[config.mk]
export PLATFORM = sky130hd
export DESIGN_NAME = cache_axi_line_bridge
export DESIGN_NICKNAME = d
export VERILOG_FILES = /design/src/rtl/cache_axi_line_bridge.sv
export SDC_FILE = /design/constraint.sdc
export NUM_CORES = 1
export LEC_CHECK = 0
export BUFFER_PORTS_ARGS = -buffer_cell sky130_fd_sc_hd__buf_4
export CAP_MARGIN = 20
export CORE_AREA = 2 2 184 186
export CTS_CLUSTER_DIAMETER = 150
export DETAILED_ROUTE_END_ITERATION = 6
export DIE_AREA = 0 0 186 188
export MAX_ROUTING_LAYER = met4
export PLACE_DENSITY = 0.82
export SETUP_SLACK_MARGIN = 0.4
export SYNTH_ARGS = -nofsm -noshare
export SYNTH_HDL_FRONTEND = slang
export SYNTH_SLANG_ARGS = --single-unit
[constraint.sdc]
create_clock -name clk -period 12.3 [get_ports clk]
set_input_delay 0.615 -clock clk [delete_from_list [all_inputs] [get_ports clk]]
set_output_delay 0.615 -clock clk [all_outputs]
set_load 0.01 [all_outputs]
[src/rtl/cache_axi_line_bridge.sv]
// Cache line refill/writeback bridge onto AXI4 INCR bursts of LINE_WORDS 32-bit beats.
// Optional macro WR_EARLY_ACK_EN: acknowledge writebacks after the last W beat instead of after B.
module cache_axi_line_bridge #(
  parameter int LINE_WORDS = 4,
  localparam int LINE_W = 32 * LINE_WORDS
) (
  input  logic              clk,
  input  logic              rst,
  input  logic              rd_req,
  input  logic [31:0]       rd_addr,
  output logic              rd_rdy,
  output logic              ret_valid,
  output logic [LINE_W-1:0] ret_data,
  input  logic              wr_req,
  input  logic [31:0]       wr_addr,
  input  logic [LINE_W-1:0] wr_data,
  output logic              wr_rdy,
  output logic              wr_valid,
  output logic [31:0]       araddr,
  output logic              arvalid,
  input  logic              arready,
  input  logic [31:0]       rdata,
  input  logic              rlast,
  input  logic              rvalid,
  output logic              rready,
  output logic [31:0]       awaddr,
  output logic              awvalid,
  input  logic              awready,
  output logic [31:0]       wdata,
  output logic              wlast,
  output logic              wvalid,
  input  logic              wready,
  input  logic              bvalid,
  output logic              bready
);
  localparam int CW = $clog2(LINE_WORDS);
  localparam int OFF = CW + 2;
  localparam logic [31:0] LINE_MASK = ~((32'd1 << OFF) - 32'd1);
  localparam logic [CW-1:0] LAST = CW'(LINE_WORDS - 1);

  typedef enum logic [1:0] {R_IDLE, R_ADDR, R_DATA, R_DONE} rstate_t;
  typedef enum logic [2:0] {W_IDLE, W_ADDR, W_DATA, W_RESP, W_DONE} wstate_t;

`ifdef WR_EARLY_ACK_EN
  localparam wstate_t W_AFTER_DATA = W_DONE;
`else
  localparam wstate_t W_AFTER_DATA = W_RESP;
`endif

  rstate_t           rstate_q, rstate_d;
  logic [CW-1:0]     rcnt_q, rcnt_d;
  logic [31:0]       araddr_q, araddr_d;
  logic [LINE_W-1:0] rline_q, rline_d;
  logic              rd_idle_q, rd_idle_d;
  logic              arvalid_q, arvalid_d, rready_q, rready_d, ret_valid_q, ret_valid_d;

  wstate_t           wstate_q, wstate_d;
  logic [CW-1:0]     wcnt_q, wcnt_d;
  logic [31:0]       awaddr_q, awaddr_d;
  logic [LINE_W-1:0] wline_q, wline_d;
  logic [31:0]       wdata_q, wdata_d;
  logic              wr_rdy_q, wr_rdy_d, awvalid_d, awvalid_q, wvalid_d, wvalid_q;
  logic              wlast_d, wlast_q, bready_d, bready_q, wr_valid_d, wr_valid_q;

  logic wr_blocking, raw_hit;

  // A read to the line being written back waits until the write is acknowledged.
`ifdef WR_EARLY_ACK_EN
  assign wr_blocking = (wstate_q == W_ADDR) || (wstate_q == W_DATA);
`else
  assign wr_blocking = (wstate_q != W_IDLE);
`endif
  assign raw_hit = wr_blocking && ((rd_addr & LINE_MASK) == awaddr_q);
  assign rd_rdy  = rd_idle_q && !raw_hit;

  always_comb begin
    rstate_d = rstate_q;
    rcnt_d   = rcnt_q;
    araddr_d = araddr_q;
    rline_d  = rline_q;
    case (rstate_q)
      R_IDLE: if (rd_req && rd_rdy) begin
        rstate_d = R_ADDR;
        araddr_d = rd_addr & LINE_MASK;
        rcnt_d   = '0;
      end
      R_ADDR: if (arready) rstate_d = R_DATA;
      R_DATA: if (rvalid) begin
        rline_d[32*int'(rcnt_q) +: 32] = rdata;
        if (rcnt_q != LAST) rcnt_d = rcnt_q + 1'b1;
        if (rlast) rstate_d = R_DONE;
      end
      R_DONE: rstate_d = R_IDLE;
      default: rstate_d = R_IDLE;
    endcase
    rd_idle_d   = (rstate_d == R_IDLE);
    arvalid_d   = (rstate_d == R_ADDR);
    rready_d    = (rstate_d == R_DATA);
    ret_valid_d = (rstate_d == R_DONE);
  end

  always_comb begin
    wstate_d = wstate_q;
    wcnt_d   = wcnt_q;
    awaddr_d = awaddr_q;
    wline_d  = wline_q;
    case (wstate_q)
      W_IDLE: if (wr_req && wr_rdy_q) begin
        wstate_d = W_ADDR;
        awaddr_d = wr_addr & LINE_MASK;
        wline_d  = wr_data;
        wcnt_d   = '0;
      end
      W_ADDR: if (awready) wstate_d = W_DATA;
      W_DATA: if (wready) begin
        if (wlast_q) wstate_d = W_AFTER_DATA;
        else wcnt_d = wcnt_q + 1'b1;
      end
`ifdef WR_EARLY_ACK_EN
      W_DONE: wstate_d = W_RESP;
      W_RESP: if (bvalid) wstate_d = W_IDLE;
`else
      W_RESP: if (bvalid) wstate_d = W_DONE;
      W_DONE: wstate_d = W_IDLE;
`endif
      default: wstate_d = W_IDLE;
    endcase
    // W payload is registered from the beat index it will present next cycle.
    wr_rdy_d   = (wstate_d == W_IDLE);
    awvalid_d  = (wstate_d == W_ADDR);
    wvalid_d   = (wstate_d == W_DATA);
    wlast_d    = (wstate_d == W_DATA) && (wcnt_d == LAST);
    wdata_d    = (wstate_d == W_DATA) ? wline_q[32*int'(wcnt_d) +: 32] : 32'd0;
    bready_d   = (wstate_d == W_RESP);
    wr_valid_d = (wstate_d == W_DONE);
  end

  always_ff @(posedge clk or posedge rst) begin
    if (rst) begin
      rstate_q <= R_IDLE;      rcnt_q <= '0;          araddr_q <= '0;
      rline_q <= '0;           rd_idle_q <= 1'b0;     arvalid_q <= 1'b0;
      rready_q <= 1'b0;        ret_valid_q <= 1'b0;
      wstate_q <= W_IDLE;      wcnt_q <= '0;          awaddr_q <= '0;
      wline_q <= '0;           wdata_q <= '0;         wr_rdy_q <= 1'b0;
      awvalid_q <= 1'b0;       wvalid_q <= 1'b0;      wlast_q <= 1'b0;
      bready_q <= 1'b0;        wr_valid_q <= 1'b0;
    end else begin
      rstate_q <= rstate_d;    rcnt_q <= rcnt_d;      araddr_q <= araddr_d;
      rline_q <= rline_d;      rd_idle_q <= rd_idle_d; arvalid_q <= arvalid_d;
      rready_q <= rready_d;    ret_valid_q <= ret_valid_d;
      wstate_q <= wstate_d;    wcnt_q <= wcnt_d;      awaddr_q <= awaddr_d;
      wline_q <= wline_d;      wdata_q <= wdata_d;    wr_rdy_q <= wr_rdy_d;
      awvalid_q <= awvalid_d;  wvalid_q <= wvalid_d;  wlast_q <= wlast_d;
      bready_q <= bready_d;    wr_valid_q <= wr_valid_d;
    end
  end

  assign ret_valid = ret_valid_q;
  assign ret_data  = rline_q;
  assign araddr    = araddr_q;
  assign arvalid   = arvalid_q;
  assign rready    = rready_q;
  assign wr_rdy    = wr_rdy_q;
  assign wr_valid  = wr_valid_q;
  assign awaddr    = awaddr_q;
  assign awvalid   = awvalid_q;
  assign wdata     = wdata_q;
  assign wlast     = wlast_q;
  assign wvalid    = wvalid_q;
  assign bready    = bready_q;
endmodule
==> flow_summary.toml, run 1 <==
[clocking]
cts_setup_buffers = 0
ctsHoldBuffers = 0
cts_sinks = 363
cts_tree = "built"
cts_inserted_buffers = 39
clk_path_buf_depth = 3
ctsResizeCount = 0
cts_htree_levels = 2
clkTransAtPathRegs_ns = 0.06
cts_root_buffer = "clkbuf_16"
clock_latency_ns = 0.52

[setup_path]
cp-endpoint = "rd_rdy"
startpoint = "awaddr[21]$_DFFE_PP0P_"
r2r_end = "wdata[26]$_DFF_PP0_"
r2r-start = "wstate_q[0]$_DFF_PP0_"
worstRegToRegCells = 7
cp_max_fo = 3
path_class = "reg -> out"
startpoint_type = "flip-flop"
worstPathArrival_ns = 2.51
worstSetupEndpointType = "output pin"
timing.reg2reg.setup_slack_ns = 9.40
critPathRequiredTime_ns = 11.69

[routing]
via_count = 11000
via_per_inst = 5.168
drc_errors = 0
wl_per_cell_um = 19.21
ant_nets = 0
dr.pass1.iters = 5
finalWirelength_um = 40870
first_iter_violations = 551

[timing]
finalHoldViolations = 0
rsz0062_at_grt = "false"
finalCritPeriodShare_pct = 25.44
tightest_slew_ns = 1.038
tns_ns = 0
min_period_ns = 3.129
max_slew_margin_pct = 30.77
fin_skew_ns = 0.01122
timing.fmax_ghz = 0.3196
fin_ws_ns = 9.171
setup_viol = 0
maxSlewViolCount = 0

[die]
coreArea_sq_mm = 0.03311
start_util_pct = 44.49
ios = 468
die_h_um = 188
die_w_um = 186
die_area_sq_mm = 0.03497
rows = 67

[min_path]
hold_path_class = "in -> async"

[place]
dp_slack_ns = 9.168
port_buffers = 451
dp_hpwl_um = 28270
globalplace.congestion = 0.8896

[synthesis]
async_flop_share_pct = 100.0
ys_warn_count = 0
syn_area_sq_mm = 0.01473
synth.avg_cell_area_sq_um = 12.14
postSynthCellCount = 1214
ys_types = 37
synth_flop_cell = "dfrtp_1"
synth-edff-count = 0
synth_seq_area_share_pct = 61.66
ys_ff_latch = 363

[power]
powerDensity_mw_per_mm2 = 238.7
power_switching_mw = 1.520
ir_drop_uv = 167.0
p_clk_share_pct = 26.3
p_leak_nw = 9.373
netSwitchingFraction_pct = 31.95
internal-power_mw = 3.237
sequentialPowerShare_pct = 39.3
combPwrFrac_pct = 34.4

[global_route]
grt_overflow = 0
grt_util_all_layers_pct = 23.87
grt_pass1_vias = 11640
antenna_found_initial = 0
grt_pass1_wl_um = 63470
grt_max_degree = 160

[run_status]
outcome = "complete, no violations"

[cells_and_area]
fin_util_pct = 60.20
drive_gt1_share_pct = 43.69
layout.nets = 1890
diodes = 0
area_growth_pct = 35.30

[job]
maxCapViolCount = 0
==> worst min path at each step <==
stage / from / to / slack [ns] / depth (start not counted)
3_5_place_dp: ret_data[100]$_DFFE_PP0P_ / ret_data[100]$_DFFE_PP0P_ / 0.47 / 2
5_1_grt: rst / ret_data[54]$_DFFE_PP0P_ / 0.18 / 2
4_1_cts: rst / ret_data[54]$_DFFE_PP0P_ / 0.17 / 2
6_report: rst / ret_data[54]$_DFFE_PP0P_ / 0.13 / 2
2_1_floorplan: wstate_q[2]$_DFF_PP0_ / wstate_q[1]$_DFF_PP0_ / 0.48 / 1
3_3_place_gp: ret_data[111]$_DFFE_PP0P_ / ret_data[111]$_DFFE_PP0P_ / 0.46 / 2
==> sequential cells by signal (all words and copies together), names as in the netlist, 2 cells and up <==
| register | flops |
|---|---|
| ret_data | 128 |
| wline_q | 128 |
| wdata | 32 |
| araddr | 28 |
| awaddr | 28 |
| wstate_q | 3 |
| rcnt_q | 2 |
| rstate_q | 2 |
| wcnt_q | 2 |
==> power groups by stage <==
stage / clock network, mW / registers, mW / logic [mW]
global route: 1.32 / 1.92 / 1.78
global placement: 0 / 1.86 / 1.58
CTS: 1.27 / 1.87 / 1.65
finish: 1.25 / 1.87 / 1.64
floorplan: 0 / 1.90 / 0.971
detailed placement: 0 / 1.88 / 1.63
==> through the flow <==
step | cells | area [sq um] | hold slack, ns | total power, mW
floorplan | 1221 | 14760 | 0.4789 | 2.873
global placement | 2054 | 18470 | 0.4634 | 3.433
detailed placement | 2054 | 18470 | 0.4714 | 3.512
CTS | 2124 | 19850 | 0.1655 | 4.787
global route | 2128 | 19930 | 0.1801 | 5.016
finish | 2128 | 19930 | 0.1341 | 4.757
==> cell usage after synthesis (2+ instances only) <==
cell type | count | area (sq um)
a21o_1 | 2 | 15.01
buf_2 | 21 | 105.1
buf_4 | 13 | 97.59
buf_6 | 3 | 33.78
clkbuf_1 | 41 | 153.9
dfrtp_1 | 363 | 9084
ha_1 | 5 | 62.56
inv_1 | 4 | 15.01
mux2_2 | 184 | 2072
mux2_4 | 2 | 30.03
mux2i_1 | 64 | 640.6
nand2_1 | 268 | 1006
nand2b_1 | 3 | 18.77
nand3_1 | 2 | 10.01
nand4_1 | 4 | 25.02
nor2_1 | 12 | 45.04
nor2b_1 | 4 | 25.02
nor3_1 | 6 | 30.03
nor3b_1 | 3 | 22.52
nor4_1 | 4 | 25.02
o21ai_0 | 129 | 645.6
o22ai_1 | 34 | 212.7
xnor2_1 | 9 | 78.83
xor2_1 | 21 | 183.9
==> final cells by class <==
cell class | count | area, sq um
Fill cell | 2523 | 13180
Sequential cell | 363 | 9084
Multi-Input combinational cell | 775 | 5310
Timing Repair Buffer | 468 | 3576
Clock buffer | 52 | 1117
Tap cell | 448 | 560.5
Clock inverter | 18 | 262.8
Inverter | 4 | 22.52
==> cells in the final DEF (no fill, tap or decap), types with 3 or more instances in the layout <==
master,instances
o22ai_1,34
mux2i_1,64
nand2_2,4
buf_12,5
conb_1,8
nand2_1,264
mux2_2,184
clkbuf_1,6
ha_1,5
clkinv_4,3
dfrtp_1,363
nor4_1,4
nand4_1,4
nor3_1,5
buf_4,463
nand2b_1,3
clkbuf_8,5
nor3b_2,3
bufinv_16,6
clkinv_2,6
o21ai_0,129
xnor2_1,9
clkbuf_16,41
inv_1,3
xor2_1,21
nor2_1,11
nor2b_1,4
==> worst max-delay path, stage by stage, from the launching register on <==
cell     delay (ns)
dfrtp_1        0.43
xor2_1         0.19
nor4_1         0.38
nand4_1        0.20
nor4_2         0.39
and2b_2        0.26
buf_4          0.14
==> routing by layer <==
| metal | wire length (um) | part of all wire, % | global-route usage (%) |
|---|---|---|---|
| met1 | 15560 | 38 | 27.48 |
| met4 | 1116 | 2.7 | 7.723 |
| met5 | 0 | 0 | - |
| met2 | 20240 | 50 | 39.36 |
| met3 | 3958 | 9.7 | 7.749 |
==> cells by family after synthesis <==
group           count (synthesis)  synth area share, %
compound gates                169                6.098
flops                         363                61.66
xor+xnor                       30                1.783
mux                           250                18.62
fa+ha+maj                       5               0.4246
buf+inv                        83                2.803
simple gates                  313                8.594
other cells                     1              0.02545
Power figures use the tool's default switching activity.
==> run 2, diff against run 1 <==
==> constraint.sdc (replaced) <==
create_clock -name clk -period 2.9 [get_ports clk]
set_input_delay 0.145 -clock clk [delete_from_list [all_inputs] [get_ports clk]]
set_output_delay 0.145 -clock clk [all_outputs]
set_load 0.01 [all_outputs]
==> run 2 against run 1 <==
Net effect:
- clock power increased to 4.1 times the previous value
- sequential share of layout area decreased by 4.9 points
- cell count up 11%
- die area unchanged
- sequential cell count stayed put
- highest routed layer unchanged
==> flow_summary.toml, run 2 (synthesis gave the netlist of run 1 again) <==
[place]
dp_hpwl_um = 29570
globalplace.congestion = 0.9105
dp_slack_ns = 0.3692
port_buffers = 451
placedCellCount = 2076

[setup_path]
path_class = "reg -> out"
worstRegToRegCells = 5
startpoint = "awaddr[8]$_DFFE_PP0P_"
startpoint_type = "flip-flop"
cp_max_fo = 3
path_cells = "xor2_1 > nor4_1 > o211ai_1 > nor4_4 > and2b_2 > buf_6"
worstSetupEndpointType = "output pin"
r2r-start = "wstate_q[1]$_DFF_PP0_"
worstPathArrival_ns = 2.40
timing.reg2reg.setup_slack_ns = 0.62
cp_slowest_cell = "dfrtp_1"
worst_path_largest_cell_delay_ns = 0.40
critPathRequiredTime_ns = 2.76
r2r_end = "wline_q[111]$_DFFE_PP0P_"
cp-endpoint = "rd_rdy"

[global_route]
grt_pass1_wl_um = 75220
grt_overflow = 0
grt_util_all_layers_pct = 28.69
grt_max_degree = 107
antenna_found_initial = 3
grt_pass1_vias = 13450

[timing]
setup_viol = 0
rsz0062_at_grt = "true"
tightest_slew_ns = 0.6365
finalCritPeriodShare_pct = 87.66
min_period_ns = 2.542
timing.fmax_ghz = 0.3934
finalHoldViolations = 0
fin_skew_ns = 0.01088
max_slew_margin_pct = 57.56
maxSlewViolCount = 0
fin_ws_ns = 0.3579

[cells_and_area]
layout_commonest_cell = "buf_4"
fin_cells = 2370
drive_gt1_share_pct = 39.29
layout.nets = 2133
area_growth_pct = 51.66
final_cell_mix = "479 x buf_4, 363 x dfrtp_1, 264 x nand2_1"

[routing]
via_count = 12420
via_per_inst = 5.238
wl_per_cell_um = 20.91
drc_errors = 0
dr.pass1.iters = 5
finalWirelength_um = 49550
first_iter_violations = 746
ant_nets = 0

[power]
internal-power_mw = 13.86
ir_drop_uv = 910.5
netSwitchingFraction_pct = 33.30
p_leak_nw = 10.41
powerDensity_mw_per_mm2 = 930.2
p_clk_share_pct = 24.4
sequentialPowerShare_pct = 38.7
power_switching_mw = 6.920
combPwrFrac_pct = 36.9

[clocking]
cts_tree = "built"
cts_root_buffer = "clkbuf_16"
cts_htree_levels = 2
clock_latency_ns = 0.53
cts_inserted_buffers = 38
clkTransAtPathRegs_ns = 0.06
clk_path_buf_depth = 3
cts_sinks = 363

[die]
die_h_um = 188
rows = 67
coreArea_sq_mm = 0.03311
die_w_um = 186
ios = 468
start_util_pct = 44.49
die_area_sq_mm = 0.03497

[min_path]
min_from = "rvalid"
hold_path_class = "in -> reg"

[run_status]
outcome = "complete, no violations"

[job]
maxCapViolCount = 0
## run 2: timing repair
item | CTS | global route
endpoints found under the hold margin | 344 | 0
hold buffers | 223 | 0
resized for setup | 2 | 6
setup endpoints to repair | 17 | 27
pin swaps | 0 | 7
buffers inserted | 0 | 3
## run 2: per-stage QoR
step / instance area (sq um) / setup TNS, ns / power, mW / util, % / hold WS, ns
final: 22340 / 0 / 20.78 / 67.48 / 0.07468
after global routing: 22340 / 0 / 21.75 / 67.48 / 0.09496
after floorplan: 14760 / -767.11 / 12.19 / - / 0.2751
after detailed placement: 18730 / 0 / 15.02 / 56.58 / 0.2640
after CTS: 22280 / 0 / 20.39 / 67.27 / 0.03412
after global placement: 18730 / 0 / 14.70 / 56.58 / 0.2549
## run 2: power groups by stage
stage	Sequential, mW	Clock, mW	Combinational [mW]
2_1_floorplan	8.07	0	4.12
3_3_place_gp	7.85	0	6.85
3_5_place_dp	7.96	0	7.06
4_1_cts	7.89	5.12	7.37
5_1_grt	8.22	5.34	8.18
6_report	8.04	5.07	7.67
## run 2: worst min-delay path by stage
| stage | end | slack, ns | cells after the start |
|---|---|---|---|
| floorplan | rstate_q[1]$_DFF_PP0_ | 0.28 | 1 |
| global placement | ret_data[54]$_DFFE_PP0P_ | 0.25 | 2 |
| detailed placement | ret_data[54]$_DFFE_PP0P_ | 0.26 | 2 |
| CTS | rstate_q[0]$_DFF_PP0_ | 0.03 | 4 |
| global route | rstate_q[0]$_DFF_PP0_ | 0.09 | 4 |
| finish | rstate_q[0]$_DFF_PP0_ | 0.07 | 4 |
## run 2: cell type report
class | instances | area (sq um)
diodes | 3 | 7.507
clock buffers | 55 | 1169
clock inverters | 10 | 127.6
fillers | 2124 | 10770
inverters | 4 | 18.77
multi-input cells | 775 | 5358
flip-flops and latches | 363 | 9084
well taps | 448 | 560.5
repair buffers | 712 | 6020
## run 2: worst max-delay path, delay by kind of cell, from the launching register on
kind | cells | cell delay [ns]
AND/OR/NAND/NOR | 3 | 0.96
buffers and inverters | 1 | 0.12
AO/OA/AOI/OAI | 1 | 0.23
flip-flops | 1 | 0.40
XOR/XNOR | 1 | 0.16
## run 2: per-layer routing
| layer | share of wire, % | vias up | track usage (%) |
|---|---|---|---|
| met2 | 51 | 583 | 48.54 |
| met5 | 0 | - | - |
| met3 | 7.9 | 141 | 7.341 |
| li1 | - | 5477 | - |
| met4 | 4.4 | 0 | 12.05 |
| met1 | 37 | 6214 | 32.05 |
